[config.mk]
export PLATFORM = sky130hd
export DESIGN_NAME = arb_client_port
export DESIGN_NICKNAME = d
export VERILOG_FILES = /design/src/rtl/arb_client_port.sv
export SDC_FILE = /design/constraint.sdc
export NUM_CORES = 1
export LEC_CHECK = 0
export BUFFER_PORTS_ARGS = -buffer_cell sky130_fd_sc_hd__buf_2
export CAP_MARGIN = 0
export CORE_MARGIN = 4
export CORE_UTILIZATION = 55
export DETAILED_ROUTE_END_ITERATION = 8
export GPL_TIMING_DRIVEN = 0
export MAX_ROUTING_LAYER = met4
export PLACE_DENSITY_LB_ADDON = 0.12
export RECOVER_POWER = 50
export SYNTH_ARGS = -nofsm -noshare
export SYNTH_HDL_FRONTEND = slang
export SYNTH_SLANG_ARGS = --single-unit
[constraint.sdc]
create_clock -name clk -period 3.3 [get_ports clk]
set_input_delay 0.33 -clock clk [delete_from_list [all_inputs] [get_ports clk]]
set_output_delay 0.33 -clock clk [all_outputs]
set_load 0.01 [all_outputs]
[src/rtl/arb_client_port.sv]
// arb_client_port: requester-side front end for a round-robin arbiter.
// A small FIFO buffers producer words. req is raised whenever the FIFO
// holds data. On gnt, the head word is presented on the shared bus in
// the same cycle.
// Optional feature: define ARB_CLIENT_STARVE_EN to build the wait
// counter and the starve flag. When it is undefined, starve is tied to 0.
module arb_client_port #(
    parameter int DATA_WIDTH = 8,
    parameter int FIFO_DEPTH = 4,
    parameter int TIMEOUT    = 15
) (
    input  logic                          clk,
    input  logic                          reset_n,
    input  logic                          in_valid,
    output logic                          in_ready,
    input  logic [DATA_WIDTH-1:0]         in_data,
    output logic                          req,
    input  logic                          gnt,
    output logic                          out_valid,
    output logic [DATA_WIDTH-1:0]         out_data,
    output logic [$clog2(FIFO_DEPTH):0]   count,
    output logic                          starve
);

    localparam int PTR_W = $clog2(FIFO_DEPTH);
    localparam int CNT_W = PTR_W + 1;
    localparam logic [CNT_W-1:0] FULL_CNT = CNT_W'(FIFO_DEPTH);

    typedef enum logic [1:0] {
        ST_IDLE    = 2'd0,
        ST_PEND    = 2'd1,
        ST_GRANTED = 2'd2
    } state_t;

    logic [DATA_WIDTH-1:0] r_mem [FIFO_DEPTH];
    logic [PTR_W-1:0]      r_wr_ptr;
    logic [PTR_W-1:0]      r_rd_ptr;
    logic [CNT_W-1:0]      r_count;
    state_t                r_state;
    state_t                w_state_nxt;
    logic [CNT_W-1:0]      w_count_nxt;
    logic                  w_push;
    logic                  w_pop;
    logic                  w_req;

    // req depends only on registered occupancy, so no path runs from gnt back through the arbiter.
    assign w_req  = (r_count != {CNT_W{1'b0}});
    assign w_push = in_valid && (r_count != FULL_CNT);
    assign w_pop  = w_req && gnt;

    // Next occupancy: a full FIFO refuses pushes even when a pop happens in the same cycle.
    always_comb begin
        w_count_nxt = r_count;
        case ({w_push, w_pop})
            2'b10:   w_count_nxt = r_count + CNT_W'(1);
            2'b01:   w_count_nxt = r_count - CNT_W'(1);
            default: w_count_nxt = r_count;
        endcase
    end

    // Storage write port; the data array carries no reset because occupancy gates every read.
    always_ff @(posedge clk) begin
        if (w_push) begin
            r_mem[r_wr_ptr] <= in_data;
        end
    end

    // Pointers and occupancy; power-of-two depth makes pointer wrap natural.
    always_ff @(posedge clk or negedge reset_n) begin
        if (!reset_n) begin
            r_wr_ptr <= {PTR_W{1'b0}};
            r_rd_ptr <= {PTR_W{1'b0}};
            r_count  <= {CNT_W{1'b0}};
        end else begin
            if (w_push) begin
                r_wr_ptr <= r_wr_ptr + PTR_W'(1);
            end
            if (w_pop) begin
                r_rd_ptr <= r_rd_ptr + PTR_W'(1);
            end
            r_count <= w_count_nxt;
        end
    end

    // FSM state register.
    always_ff @(posedge clk or negedge reset_n) begin
        if (!reset_n) begin
            r_state <= ST_IDLE;
        end else begin
            r_state <= w_state_nxt;
        end
    end

    // FSM next-state logic: IDLE -> PEND on push, PEND -> GRANTED on grant, GRANTED settles by occupancy.
    always_comb begin
        w_state_nxt = r_state;
        case (r_state)
            ST_IDLE: begin
                if (w_push) w_state_nxt = ST_PEND;
                else        w_state_nxt = ST_IDLE;
            end
            ST_PEND: begin
                if (w_pop) w_state_nxt = ST_GRANTED;
                else       w_state_nxt = ST_PEND;
            end
            ST_GRANTED: begin
                if (w_count_nxt == {CNT_W{1'b0}}) w_state_nxt = ST_IDLE;
                else if (w_pop)                   w_state_nxt = ST_GRANTED;
                else                              w_state_nxt = ST_PEND;
            end
            default: w_state_nxt = ST_IDLE;
        endcase
    end

    // Output decode: bus transfer happens in the grant cycle; data reads as zero when empty.
    always_comb begin
        req       = w_req;
        in_ready  = (r_count != FULL_CNT);
        out_valid = w_pop;
        count     = r_count;
        if (w_req) out_data = r_mem[r_rd_ptr];
        else       out_data = {DATA_WIDTH{1'b0}};
    end

`ifdef ARB_CLIENT_STARVE_EN
    localparam int WAIT_W = $clog2(TIMEOUT + 1);
    localparam logic [WAIT_W-1:0] WAIT_MAX = WAIT_W'(TIMEOUT);

    logic [WAIT_W-1:0] r_wait_cnt;

    // Wait counter: cleared by a transfer and outside PEND, saturates at TIMEOUT while waiting.
    always_ff @(posedge clk or negedge reset_n) begin
        if (!reset_n) begin
            r_wait_cnt <= {WAIT_W{1'b0}};
        end else if (w_pop) begin
            r_wait_cnt <= {WAIT_W{1'b0}};
        end else begin
            case (r_state)
                ST_PEND: begin
                    if (r_wait_cnt != WAIT_MAX) r_wait_cnt <= r_wait_cnt + WAIT_W'(1);
                    else                        r_wait_cnt <= r_wait_cnt;
                end
                default: r_wait_cnt <= {WAIT_W{1'b0}};
            endcase
        end
    end

    assign starve = (r_wait_cnt == WAIT_MAX);
`else
    assign starve = 1'b0;
`endif

endmodule
==> key figures <==
GRT
  • Initial antenna violation count: 0
  • Global-route wire length before repair: 4.705 mm
  • Total Routing Usage GR: 16.71%
  • GRT overflow: 0
  • Largest net degree at the start of global routing: 14
  • Vias in the first global route: 940

Yosys
  • EDFF count, synth: 32
  • Yosys Warn Count: 0
  • Seq/Total Area, Yosys: 69.00%
  • Cells after synthesis: 90
  • Ys async rst share: 17.95%
  • Top_reg_cell synth: edfxtp_1
  • Net Count, Synth: 108
  • Mapped cell area: 1647 µm²
  • Ranking of synthesized cells by area: edfxtp_1 58%, mux4_2 11%, dfrtp_1 11%
  • Synth top area share: 58.36%
  • Post-Syn Area per Cell: 18.30 µm²
  • Register bit total from synthesis: 39
  • Distinct cell type count after synthesis: 21
  • Area leader, netlist: edfxtp_1

Placed design
  • Setup WS pre-CTS: 1101 ps
  • DP HPWL: 1.860 mm
  • Port bufs: 25
  • Inst Count DP: 146
  • DP Area: 1810 µm²
  • Final GP Congestion: 0.6700

Routing
  • Initial DRC Count: 50
  • DR vias: 849
  • Vias/cell: 5.477
  • DRT Pass-1 Iters: 3
  • Post-route DRC: 0
  • Drt total wl: 2.703 mm
  • Post-DR wirelength/cell: 17.44 µm
  • Post-route ant nets: 0

STA
  • Unrepaired setup endpoints after global routing: no
  • Setup ws final: 1001 ps
  • Setup violators final: 0
  • Fin. max-slew vios: 0
  • Final Hold Slack: 232.5 ps
  • Final Hold Viols: 0
  • Achievable Freq: 435.0 MHz
  • Setup TNS: 0 ps
  • Tcrit/Tclk final: 69.66%
  • Clk_skew: 8.134 ps
  • Minimum clock period after layout: 2299 ps
  • Slew @ Worst Pin: 585.6 ps
  • Slew headroom: 60.96%

Critical path
  • Worst EP required: 3570 ps
  • Critical setup path kind: flip-flop to flip-flop
  • Startpoint Class: flip-flop
  • Crit path DAT: 2570 ps
  • Crit-path max FO: 6
  • Reg2Reg Depth: 9
  • CP Capture Type: flip-flop

Final layout
  • Final-stage net count: 141
  • Final instance area: 1883 µm²
  • Final core utilization: 67.13%
  • Area added between synthesis and finish: 14.36%
  • # fillers: 213
  • Layout cells sized above 1: 30.65%
  • Ant diodes: 0
  • Final std cells w/o fill: 155

Floorplan
  • # rows: 19
  • Effective utilization at floorplan: 58.70%
  • Die Wd: 62.72 µm
  • Die span in y: 62.72 µm
  • Die area: 3933 µm²
  • Io pins: 27
  • Core area: 2805 µm²

Power
  • Clock network power share: 18.8%
  • Int Power: 1.147 mW
  • Sw Share: 32.38%
  • Total power: 1.697 mW
  • Worst vdd ir: 0.5580 mV
  • Pwr Density: 901.0 nW/µm²
  • Psw: 0.5494 mW
  • Leakage: 0.7206 nW
  • Sequential Power Share: 42.6%
  • Comb power frac: 38.6%

Clock tree
  • Num CTS Buffers: 5
  • Root buffer cell: clkbuf_4
  • H-tree levels: 2
  • Post-CTS setup buffer count: 0
  • Worst-Skew Late Latency: 350 ps
  • CTS tree: yes
  • Clk buf depth: 2
  • Sink Count: 39
  • Clock-pin slew on the worst setup and hold paths: 120 ps

Worst hold path
  • Hold path depth: 1
  • Min-delay worst type: input port to flip-flop

Status
  • Outcome: finished clean

Job
  • Number of max-cap violations: 0
==> power groups by stage <==
stage	logic (mW)	clock network [mW]	registers [mW]
finish	0.655	0.319	0.722
global route	0.736	0.349	0.737
detailed placement	0.680	0	0.734
floorplan	0.469	0	0.725
global placement	0.662	0	0.721
CTS	0.684	0.326	0.722
==> cell usage after synthesis, types with 2 or more instances <==
| master | number |
|---|---|
| and2_1 | 9 |
| and3_2 | 4 |
| buf_2 | 2 |
| dfrtp_1 | 7 |
| edfxtp_1 | 32 |
| ha_1 | 5 |
| inv_1 | 6 |
| mux4_2 | 8 |
| xnor2_1 | 3 |
| xor2_1 | 3 |
==> metal layers <==
metal | global-route usage (%) | wire length, µm
met1 | 19.78 | 1125
met5 | - | 0
met4 | 9.642 | 52
met2 | 25.97 | 1400
met3 | 4.317 | 125
==> placed cells by master, fill, tap and decap left out, types with 3 or more instances in the layout <==
master / count
mux4_2: 8
buf_2: 15
clkbuf_4: 5
and3_2: 3
xor2_1: 3
ha_1: 5
edfxtp_1: 32
dfrtp_1: 7
clkbuf_1: 13
and2_1: 8
xnor2_1: 3
inv_1: 6
==> registers in the layout (all words and copies together) (netlist names) <==
name      cells
r_mem        32
r_rd_ptr      2
count         3
r_wr_ptr      2
==> critical path, stage by stage, from the launching register on <==
cell,delay (ps)
dfrtp_1,450
or3b_1,480
and2_4,220
inv_1,50
ha_1,160
inv_1,60
fa_1,370
xor2_1,150
nor2_1,120
xor2_1,160
==> logic make-up after synthesis <==
group / synth area share [%]
adders and majority gates: 5.015
xor gates and xnor gates: 3.192
buffers and inverters: 2.659
muxes: 12.46
and+or+nand+nor: 7.446
DFF: 69.00
other: 0.2277
==> final cells by class <==
type	instances	area [µm²]	share of cell area [%]
Buffer	4	21.27	1.130
Tap cell	31	38.79	2.060
Timing Repair Buffer	26	120.1	6.379
Multi-Input combinational cell	41	462.9	24.58
Clock inverter	3	43.79	2.326
Sequential cell	39	1136	60.33
Clock buffer	5	37.54	1.993
Inverter	6	22.52	1.196
==> timing repair <==
action,4_1_cts,5_1_grt
resized for setup,0,0
hold buffers,1,0
endpoints found under the hold margin,7,0
==> path summary, 6_finish.rpt <==
path | start | endpoint | slack [ps]
worst max-delay path | count[0] | count[2] | 1000
worst max register to register | count[0] | count[2] | 1000
min in group asynchronous | reset_n | count[1] | 400
worst min-delay path | in_data[7] | r_mem[1][7] | 230
max in group asynchronous | reset_n | r_wr_ptr[1] | 2620
worst min register to register | count[2] | count[2] | 520
(Power assumes the default switching activity.)
